[src/rtl/l1a_evt_queue_if.sv]
// Bundle of the L1A event-queue signals: trigger-side inputs, readout handshake and status.
// The queue module takes the slave side; the driver of L1A and RD_EN takes the master side.
interface l1a_evt_queue_if #(
  parameter int DEPTH_LOG2 = 4,
  parameter int CNT_W      = 24
);
  logic                  L1A;
  logic [5:1]            L1A_MATCH;
  logic                  LCTERR;
  logic                  L1ACNT_RST;
  logic                  RD_EN;
  logic                  EVT_VALID;
  logic [CNT_W-1:0]      EVT_L1ANUM;
  logic [5:1]            EVT_MATCH;
  logic                  EVT_LCTERR;
  logic                  EVT_NOMATCH;
  logic [DEPTH_LOG2:0]   USED;
  logic                  FULL;
  logic                  EMPTY;
  logic                  OVFL;
  logic [7:0]            DROP_CNT;
  logic [CNT_W-1:0]      L1A_CNT;

  modport master (
    output L1A, L1A_MATCH, LCTERR, L1ACNT_RST, RD_EN,
    input  EVT_VALID, EVT_L1ANUM, EVT_MATCH, EVT_LCTERR, EVT_NOMATCH,
    input  USED, FULL, EMPTY, OVFL, DROP_CNT, L1A_CNT
  );

  modport slave (
    input  L1A, L1A_MATCH, LCTERR, L1ACNT_RST, RD_EN,
    output EVT_VALID, EVT_L1ANUM, EVT_MATCH, EVT_LCTERR, EVT_NOMATCH,
    output USED, FULL, EMPTY, OVFL, DROP_CNT, L1A_CNT
  );
endinterface

[src/rtl/l1a_evt_queue.sv]
// L1A event-tag queue: numbers each L1A rising edge, stores {number, match, lcterr} in a
// first-word-fall-through queue and counts events dropped on overflow.
//
// state    | meaning
// ST_FLUSH | one cycle after RST / L1ACNT_RST; rises ignored
// ST_RUN   | rises counted and stored while not full
// ST_OVFL  | rises counted and dropped until the queue has drained to empty
module l1a_evt_queue #(
  parameter int DEPTH_LOG2 = 4,
  parameter int CNT_W      = 24
) (
  input  logic CLK,
  input  logic RST,
  l1a_evt_queue_if.slave bus
);
  localparam int EW = CNT_W + 6;
  localparam logic [DEPTH_LOG2:0]   USED_ONE  = 1;
  localparam logic [DEPTH_LOG2:0]   USED_FULL = 1 << DEPTH_LOG2;
  localparam logic [DEPTH_LOG2-1:0] PTR_ONE   = 1;
  localparam logic [CNT_W-1:0]      CNT_ONE   = 1;

  typedef enum logic [1:0] {ST_FLUSH, ST_RUN, ST_OVFL} state_e;

  state_e                state_q, state_d;
  logic                  l1a_q;
  logic [DEPTH_LOG2-1:0] wr_ptr_q, rd_ptr_q;
  logic [DEPTH_LOG2:0]   used_q, used_d;
  logic                  full_q, empty_q;
  logic [CNT_W-1:0]      cnt_q, cnt_next;
  logic                  ovfl_q;
  logic [7:0]            drop_q;
  logic [EW-1:0]         mem_q [1 << DEPTH_LOG2];
  logic [EW-1:0]         head;
  logic                  evt_valid_q, evt_err_q, evt_nomatch_q;
  logic [CNT_W-1:0]      evt_num_q;
  logic [5:1]            evt_match_q;

  logic rise, resync, full_now, pop, load_head;
  logic wr_en, drop_en, cnt_en;

  assign rise     = bus.L1A & ~l1a_q;
  assign resync   = bus.L1ACNT_RST;
  assign full_now = (used_q == USED_FULL);
  // Resync wins over a pop in the same cycle; the flush discards the queue anyway.
  assign pop      = bus.RD_EN & evt_valid_q & ~resync;
  assign cnt_next = cnt_q + CNT_ONE;
  assign head     = mem_q[rd_ptr_q];
  // Valid drops for one cycle after each pop so a held RD_EN cannot pop an unseen entry.
  assign load_head = ~pop & (used_q != '0);

  always_ff @(posedge CLK) begin
    if (RST) state_q <= ST_FLUSH;
    else     state_q <= state_d;
  end

  always_comb begin
    state_d = state_q;
    if (resync) begin
      state_d = ST_FLUSH;
    end else begin
      case (state_q)
        ST_FLUSH: state_d = ST_RUN;
        ST_RUN:   if (rise && full_now) state_d = ST_OVFL;
        ST_OVFL:  if (used_q == '0) state_d = ST_RUN;
        default:  state_d = ST_FLUSH;
      endcase
    end
  end

  always_comb begin
    wr_en   = 1'b0;
    drop_en = 1'b0;
    cnt_en  = 1'b0;
    if (!resync && !RST) begin
      case (state_q)
        ST_RUN: begin
          cnt_en  = rise;
          wr_en   = rise & ~full_now;
          drop_en = rise & full_now;
        end
        ST_OVFL: begin
          cnt_en  = rise;
          drop_en = rise;
        end
        default: ;
      endcase
    end
  end

  always_comb begin
    used_d = used_q;
    if (wr_en && !pop)      used_d = used_q + USED_ONE;
    else if (!wr_en && pop) used_d = used_q - USED_ONE;
  end

  always_ff @(posedge CLK) begin
    if (wr_en) mem_q[wr_ptr_q] <= {cnt_next, bus.L1A_MATCH, bus.LCTERR};
  end

  always_ff @(posedge CLK) begin
    if (RST) l1a_q <= 1'b1;
    else     l1a_q <= bus.L1A;
  end

  always_ff @(posedge CLK) begin
    if (RST || resync) begin
      wr_ptr_q      <= '0;
      rd_ptr_q      <= '0;
      used_q        <= '0;
      full_q        <= 1'b0;
      empty_q       <= 1'b1;
      cnt_q         <= '0;
      ovfl_q        <= 1'b0;
      drop_q        <= '0;
      evt_valid_q   <= 1'b0;
      evt_num_q     <= '0;
      evt_match_q   <= '0;
      evt_err_q     <= 1'b0;
      evt_nomatch_q <= 1'b0;
    end else begin
      if (wr_en) wr_ptr_q <= wr_ptr_q + PTR_ONE;
      if (pop)   rd_ptr_q <= rd_ptr_q + PTR_ONE;
      used_q  <= used_d;
      full_q  <= (used_d == USED_FULL);
      empty_q <= (used_d == '0);
      if (cnt_en) cnt_q <= cnt_next;
      if (drop_en) begin
        ovfl_q <= 1'b1;
        if (drop_q != 8'hFF) drop_q <= drop_q + 8'd1;
      end
      evt_valid_q <= load_head;
      if (load_head) begin
        evt_num_q     <= head[EW-1:6];
        evt_match_q   <= head[5:1];
        evt_err_q     <= head[0];
        evt_nomatch_q <= (head[5:1] == '0);
      end
    end
  end

  assign bus.EVT_VALID   = evt_valid_q;
  assign bus.EVT_L1ANUM  = evt_num_q;
  assign bus.EVT_MATCH   = evt_match_q;
  assign bus.EVT_LCTERR  = evt_err_q;
  assign bus.EVT_NOMATCH = evt_nomatch_q;
  assign bus.USED        = used_q;
  assign bus.FULL        = full_q;
  assign bus.EMPTY       = empty_q;
  assign bus.OVFL        = ovfl_q;
  assign bus.DROP_CNT    = drop_q;
  assign bus.L1A_CNT     = cnt_q;
endmodule

[src/flat_wrapper.sv]
// flat-port wrapper written by rule: the top's interface ports become plain ports
module l1a_evt_queue_flat 
#(
  parameter int DEPTH_LOG2 = 4,
  parameter int CNT_W      = 24
)
  (CLK, RST, bus_L1A, bus_L1A_MATCH, bus_LCTERR, bus_L1ACNT_RST, bus_RD_EN, bus_EVT_VALID, bus_EVT_L1ANUM, bus_EVT_MATCH, bus_EVT_LCTERR, bus_EVT_NOMATCH, bus_USED, bus_FULL, bus_EMPTY, bus_OVFL, bus_DROP_CNT, bus_L1A_CNT);
  l1a_evt_queue_if #(.DEPTH_LOG2(DEPTH_LOG2), .CNT_W(CNT_W)) bus_i ();
  input  logic CLK;
  input  logic RST;
  input wire logic [$bits(bus_i.L1A)-1:0] bus_L1A;
  input wire logic [$bits(bus_i.L1A_MATCH)-1:0] bus_L1A_MATCH;
  input wire logic [$bits(bus_i.LCTERR)-1:0] bus_LCTERR;
  input wire logic [$bits(bus_i.L1ACNT_RST)-1:0] bus_L1ACNT_RST;
  input wire logic [$bits(bus_i.RD_EN)-1:0] bus_RD_EN;
  output wire logic [$bits(bus_i.EVT_VALID)-1:0] bus_EVT_VALID;
  output wire logic [$bits(bus_i.EVT_L1ANUM)-1:0] bus_EVT_L1ANUM;
  output wire logic [$bits(bus_i.EVT_MATCH)-1:0] bus_EVT_MATCH;
  output wire logic [$bits(bus_i.EVT_LCTERR)-1:0] bus_EVT_LCTERR;
  output wire logic [$bits(bus_i.EVT_NOMATCH)-1:0] bus_EVT_NOMATCH;
  output wire logic [$bits(bus_i.USED)-1:0] bus_USED;
  output wire logic [$bits(bus_i.FULL)-1:0] bus_FULL;
  output wire logic [$bits(bus_i.EMPTY)-1:0] bus_EMPTY;
  output wire logic [$bits(bus_i.OVFL)-1:0] bus_OVFL;
  output wire logic [$bits(bus_i.DROP_CNT)-1:0] bus_DROP_CNT;
  output wire logic [$bits(bus_i.L1A_CNT)-1:0] bus_L1A_CNT;
  assign bus_i.L1A = bus_L1A;
  assign bus_i.L1A_MATCH = bus_L1A_MATCH;
  assign bus_i.LCTERR = bus_LCTERR;
  assign bus_i.L1ACNT_RST = bus_L1ACNT_RST;
  assign bus_i.RD_EN = bus_RD_EN;
  assign bus_EVT_VALID = bus_i.EVT_VALID;
  assign bus_EVT_L1ANUM = bus_i.EVT_L1ANUM;
  assign bus_EVT_MATCH = bus_i.EVT_MATCH;
  assign bus_EVT_LCTERR = bus_i.EVT_LCTERR;
  assign bus_EVT_NOMATCH = bus_i.EVT_NOMATCH;
  assign bus_USED = bus_i.USED;
  assign bus_FULL = bus_i.FULL;
  assign bus_EMPTY = bus_i.EMPTY;
  assign bus_OVFL = bus_i.OVFL;
  assign bus_DROP_CNT = bus_i.DROP_CNT;
  assign bus_L1A_CNT = bus_i.L1A_CNT;
  l1a_evt_queue #(.DEPTH_LOG2(DEPTH_LOG2), .CNT_W(CNT_W)) u_core (.CLK(CLK), .RST(RST), .bus(bus_i));
endmodule
[config.mk]
export PLATFORM = sky130hd
export DESIGN_NAME = l1a_evt_queue_flat
export DESIGN_NICKNAME = d
export VERILOG_FILES = /design/src/rtl/l1a_evt_queue_if.sv /design/src/rtl/l1a_evt_queue.sv /design/src/flat_wrapper.sv
export SDC_FILE = /design/constraint.sdc
export NUM_CORES = 1
export LEC_CHECK = 0
export CELL_PAD_IN_SITES_DETAIL_PLACEMENT = 1
export CELL_PAD_IN_SITES_GLOBAL_PLACEMENT = 1
export CORE_ASPECT_RATIO = 2
export CORE_MARGIN = 5
export CORE_UTILIZATION = 57
export DETAILED_ROUTE_END_ITERATION = 12
export PLACE_DENSITY = 0.85
export SLEW_MARGIN = 5
export SYNTH_ARGS = -nofsm -noshare
export SYNTH_HDL_FRONTEND = slang
export SYNTH_SLANG_ARGS = --single-unit
[constraint.sdc]
create_clock -name CLK -period 6.85 [get_ports CLK]
set_input_delay 1.37 -clock CLK [delete_from_list [all_inputs] [get_ports CLK]]
set_output_delay 1.37 -clock CLK [all_outputs]
set_load 0.02 [all_outputs]
# Word level (Yosys, flattened, before mapping)
# Memories as Yosys holds them, arrays and structs flattened. A register that Yosys moved wholly into a read port is not among the register bits.
# Cells that the tools add are included.
[word_totals]
inputBits = 11
ramBits = 480
mem_count = 1
ff_bits = 83
[mem_list]
columns = ["memory", "words", "word_bits", "rd", "rd_clocked_by_memory_dff", "wr", "line_no", "rtl"]
rows = [
  ["u_core.mem_q", 16, 30, 1, 1, 1, "l1a_evt_queue.sv:32", "logic [EW-1:0] mem_q [1 << DEPTH_LOG2];"],
]
[op_classes]
bitwise_logic = 10
n_eq_ne = 7
n_reduce_logical = 18
mux = 15
addsub = 6
[op_table]
columns = ["op", "count"]
rows = [
  ["24-bit by 1-bit adder with 24-bit output (second input constant)", 1],
  ["5-bit logical NOT", 3],
  ["5-bit == test (second input constant)", 2],
  ["5-bit 2-to-1 mux", 2],
  ["4-bit by 1-bit adder with 4-bit output (second input constant)", 2],
  ["8-bit by 1-bit adder with 8-bit output (second input constant)", 1],
  ["4-bit 2-to-1 mux", 2],
  ["8-bit != test (second input constant)", 1],
  ["1-bit 2-to-1 mux", 7],
  ["1-bit AND", 6],
  ["2-bit one-hot mux with 3 select lines", 1],
  ["5-bit by 1-bit adder with 5-bit output (second input constant)", 1],
  ["5-bit nonzero test", 1],
  ["5-bit by 1-bit subtractor with 5-bit output (second input constant)", 1],
  ["1-bit logical AND", 4],
  ["1-bit logical NOT", 4],
  ["2-bit 2-to-1 mux", 2],
  ["2-bit by 1-bit != test with 1-bit output (second input constant)", 2],
  ["1-bit inverter", 4],
  ["2-bit AND reduction", 2],
  ["2-bit OR reduction", 2],
  ["2-bit by 1-bit == test with 1-bit output (second input constant)", 1],
  ["2-bit == test (second input constant)", 1],
  ["2-bit logical NOT", 1],
  ["other kinds (2)", 2],
]

# Depth between registers and ports, before layout
[depth]
ltp_word = 10
ltp_mapped = 8
ltp_nobuf = 7

# Worst setup path after synthesis
# OpenSTA, ideal clock, no wires.
[synth_path]
path_kind = "in2reg"
from = "input port bus_L1ACNT_RST"
to = "memory u_core.mem_q[3][0] (netlist name), enable pin"
arrival_time_ps = 4327
path_stages = 5
slack_ps = 2069
required_ps = 6396
setup_ps = 454
cell_sequence = "or2_1 > clkbuf_1 > nor3_4 > nand2_1 > nor3_1"
[synth_between]
elab_chain_len = 5
[synth_rtl]
columns = ["element", "line_no", "rtl"]
rows = [
  ["from (decl)", "flat_wrapper.sv:14", "input wire logic [$bits(bus_i.L1ACNT_RST)-1:0] bus_L1ACNT_RST;"],
  ["1-bit logical NOT", "l1a_evt_queue.sv:74", "if (!resync && !RST) begin"],
  ["1-bit logical AND", "l1a_evt_queue.sv:74", ""],
  ["1-bit 2-to-1 mux", "l1a_evt_queue.sv:74", ""],
  ["1-bit 2-to-1 mux", "l1a_evt_queue.sv:97", "if (wr_en) mem_q[wr_ptr_q] <= {cnt_next, bus.L1A_MATCH, bus.LCTERR};"],
  ["1-bit 2-to-1 mux (implied by the code)", "l1a_evt_queue.sv:97", ""],
  ["to (decl)", "l1a_evt_queue.sv:32", ""],
]
# No other way between the ends.

# Worst setup path in the final report
[layout_path]
from = "input port RST"
to = "memory u_core.mem_q[11][9] (netlist name), enable pin"
[layout_between]
elab_chain_len = 5
[layout_rtl]
columns = ["element", "line_no", "rtl"]
rows = [
  ["from (decl)", "flat_wrapper.sv:10", "input logic RST;"],
  ["1-bit logical NOT", "l1a_evt_queue.sv:74", ""],
  ["1-bit logical AND", "l1a_evt_queue.sv:74", ""],
  ["1-bit 2-to-1 mux", "l1a_evt_queue.sv:74", ""],
  ["1-bit 2-to-1 mux", "l1a_evt_queue.sv:97", ""],
  ["1-bit 2-to-1 mux (implied by the code)", "l1a_evt_queue.sv:97", ""],
]
# No other way between the ends.

==> impl_results.md <==
* Post-Synthesis Cells at 1,179
* Endpoint class of the critical path: flop
* Setup violators final at 0
* Die height at 289 um
* Final worst path period need at 4.25 ns
* Vias in the first global route at 12.8k
* Highest metal used: met4
* Cell Area, Synth at 22,100 um2
* Synth top area share at 65.2%
* Max-slew headroom at 10.1%
* Fin. max-slew vios at 0
* Fin crit share at 62.1%
* First-pass GRT wire length at 84.0 mm
* Synth warnings at 0
* Starting density of the core at 57.4%
* VDD IR max at 0.198 mV
* Routed vias/inst at 6.43
* DP Worst Slack at 2.03 ns
* Fmax at 0.235 GHz
* Final ANT Viol Nets at 0
* Vias at 11.7k
* Drt first pass iters at 5
* Run status: finished clean
* PD cells at 254 nW/um2
* Initial antenna violation count at 1
* Commonest non-fill, non-tap cells in the layout: edfxtp_1 (480), mux4_2 (141), nand2_1 (88)
* Startpoint Class: input pin
* Clk root buf: clkbuf_16
* Worst-path clk slew at 0.07 ns
* Die width at 149 um
* Clk buf depth at 3
* Total grt overflow at 0
* Pin count of the biggest net entering global routing at 119
* Arrival time at the worst endpoint at 4.42 ns
* Slowest CP cell: nor2_4
* Clock latency on the worst-skew pair at 0.58 ns
* Max stage delay on crit path at 1.10 ns
* Worst Hold Depth at 2
* Core Rows at 102
* Reg2Reg Depth at 5
* Nets@finish at 1,291
* Cell taking the most area after synthesis: edfxtp_1
* Routed wire length at 55.9 mm
* CTS buffer count at 45
* # IOs at 83
* Drt drc at 0
* Starting DRT DRC Count at 1,209
* CTS hold repair buffers at 0
* Placer Congestion at 0.786
* Mean area per synthesized cell at 18.8 um2
* Dpl hpwl at 32.0 mm
* Cell leakage power at 0.00778 uW
* Most used DFF post-synth: edfxtp_1
* Total Routing Usage GR at 26.7%
* CP required at 7.02 ns
* Resize count post-CTS at 0
* HP Class: flop to flop
* Skew final at 0.0230 ns
* CTS tree: done
* Worst hold slack at 0.457 ns
* Synth cell types at 58
* Setup slack after layout at 2.60 ns
* Critical path peak fanout at 77
* Register bit total from synthesis at 567
* Routed length on met2 at 31.5 mm
* Total power at 6370 uW
* Synth Net Count at 1,204
* ANT cells at 0
* Die ar. at 43,100 um2
* Most common cell after layout, fill and taps aside: edfxtp_1
* Top post-synthesis cells by area: edfxtp_1 (65%), mux4_2 (14%), dfxtp_1 (7.9%)
* Final Hold Fails at 0
* TNS Setup at 0 ns
* RSZ-0062 raised after global routing: no
* Layout cell share with drive strength beyond 1 at 20.0%
* WS Path Type: input pin to flop
* Sink Count at 567
* H-tree depth at 2
* Cell area after placement at 23,600 um2
* Max Cap Viol at 0
* Met3 wire length at 3.07 mm
* Worst slew pin tran at 1.34 ns
* Post-Layout Inst Area at 25,100 um2
* Post-synth EDFFs at 480
* M1 WL at 19.8 mm
* Crit path cell chain: clkdlybuf4s50_1, or2_4, nor3_4, nand2_1, nor2_4
* Core footprint at 38,500 um2
* Sequential cell area fraction in the yosys report at 73.0%
* Layout area overhead at 13.4%
* Fraction of registers with async set or reset after synthesis at 0%
* Postcts setup bufs at 0
* Port bufs at 82
* Drt wl/cell at 30.7 um
## report_power, final
group	internal (uW)	switching [uW]	leakage, uW
combinational	11.6	30.0	0.00182
clock	1430	1200	0.000726
sequential	3690	1.45	0.00523
total	5140	1240	0.00778
## flip-flops by register name, indices dropped and copies added, names as in the netlist, 2 cells and up, named ones only
signal and flops:
u_core.bus.EVT_MATCH 5, u_core.state_q 2, u_core.wr_ptr_q 4, u_core.bus.DROP_CNT 8, u_core.bus.EVT_L1ANUM 24, u_core.bus.USED 5
u_core.rd_ptr_q 4, u_core.mem_q 480, u_core.bus.L1A_CNT 24
## synth_stat cells (all sizes together), types with 9 or more instances
library cell,number
or3,9
edfxtp,480
clkbuf,23
nand2,88
a21oi,47
dfxtp,87
buf,35
xor2,25
ha,14
xnor2,23
mux2i,23
nand3,15
mux4,141
nor3,10
nand4,15
nor2,59
inv,9
o21ai,11
## per-layer routing
layer,vias to the layer above,global-route usage (%)
li1,4865,-
met1,6189,32.6
met2,561,49.3
met3,93,3.05
met4,0,8.55
met5,-,0
## worst paths after layout
check / from / end / slack [ns]
setup / recovery: RST / u_core.mem_q[11][9]$_DFFE_PP_ / 2.60
setup reg to reg: u_core.bus.L1A_CNT[0]$_SDFFE_PN0P_ / u_core.mem_q[5][22]$_DFFE_PP_ / 3.31
hold reg to reg: u_core.bus.EVT_L1ANUM[15]$_SDFFE_PN0P_ / u_core.bus.EVT_L1ANUM[15]$_SDFFE_PN0P_ / 0.46
hold / removal: u_core.bus.EVT_L1ANUM[15]$_SDFFE_PN0P_ / u_core.bus.EVT_L1ANUM[15]$_SDFFE_PN0P_ / 0.46
## critical path: cells and delay by family
family,cells,cell delay [ns]
buffers and inverters,1,0.49
and+or+nand+nor,4,2.53
## cell families after synthesis
group,Yosys count,share of synthesized area [%]
AOI/OAI and AO/OA,82,2.19
xor gates and xnor gates,48,1.90
adders and majority gates,14,0.792
buffers and inverters,68,1.40
DFF,567,73.0
muxes,164,15.4
and+or+nand+nor,236,5.30
## metrics by stage
| stage | cells | util (%) |
|---|---|---|
| floorplan | 1179 | - |
| global placement | 1739 | 61.2 |
| detailed placement | 1739 | 61.2 |
| CTS | 1820 | 65.0 |
| global route | 1820 | 65.1 |
| finish | 1820 | 65.1 |
## area by class of cell
type | instances | area, um2
timing repair buffer | 98 | 953
fill | 3246 | 13500
sequential | 567 | 16200
tap | 520 | 651
clock inverter | 25 | 225
multi-input combinational | 544 | 5820
clock buffer | 56 | 1230
inverter | 10 | 37.5
No activity file was read; power rests on OpenSTA's default activity.
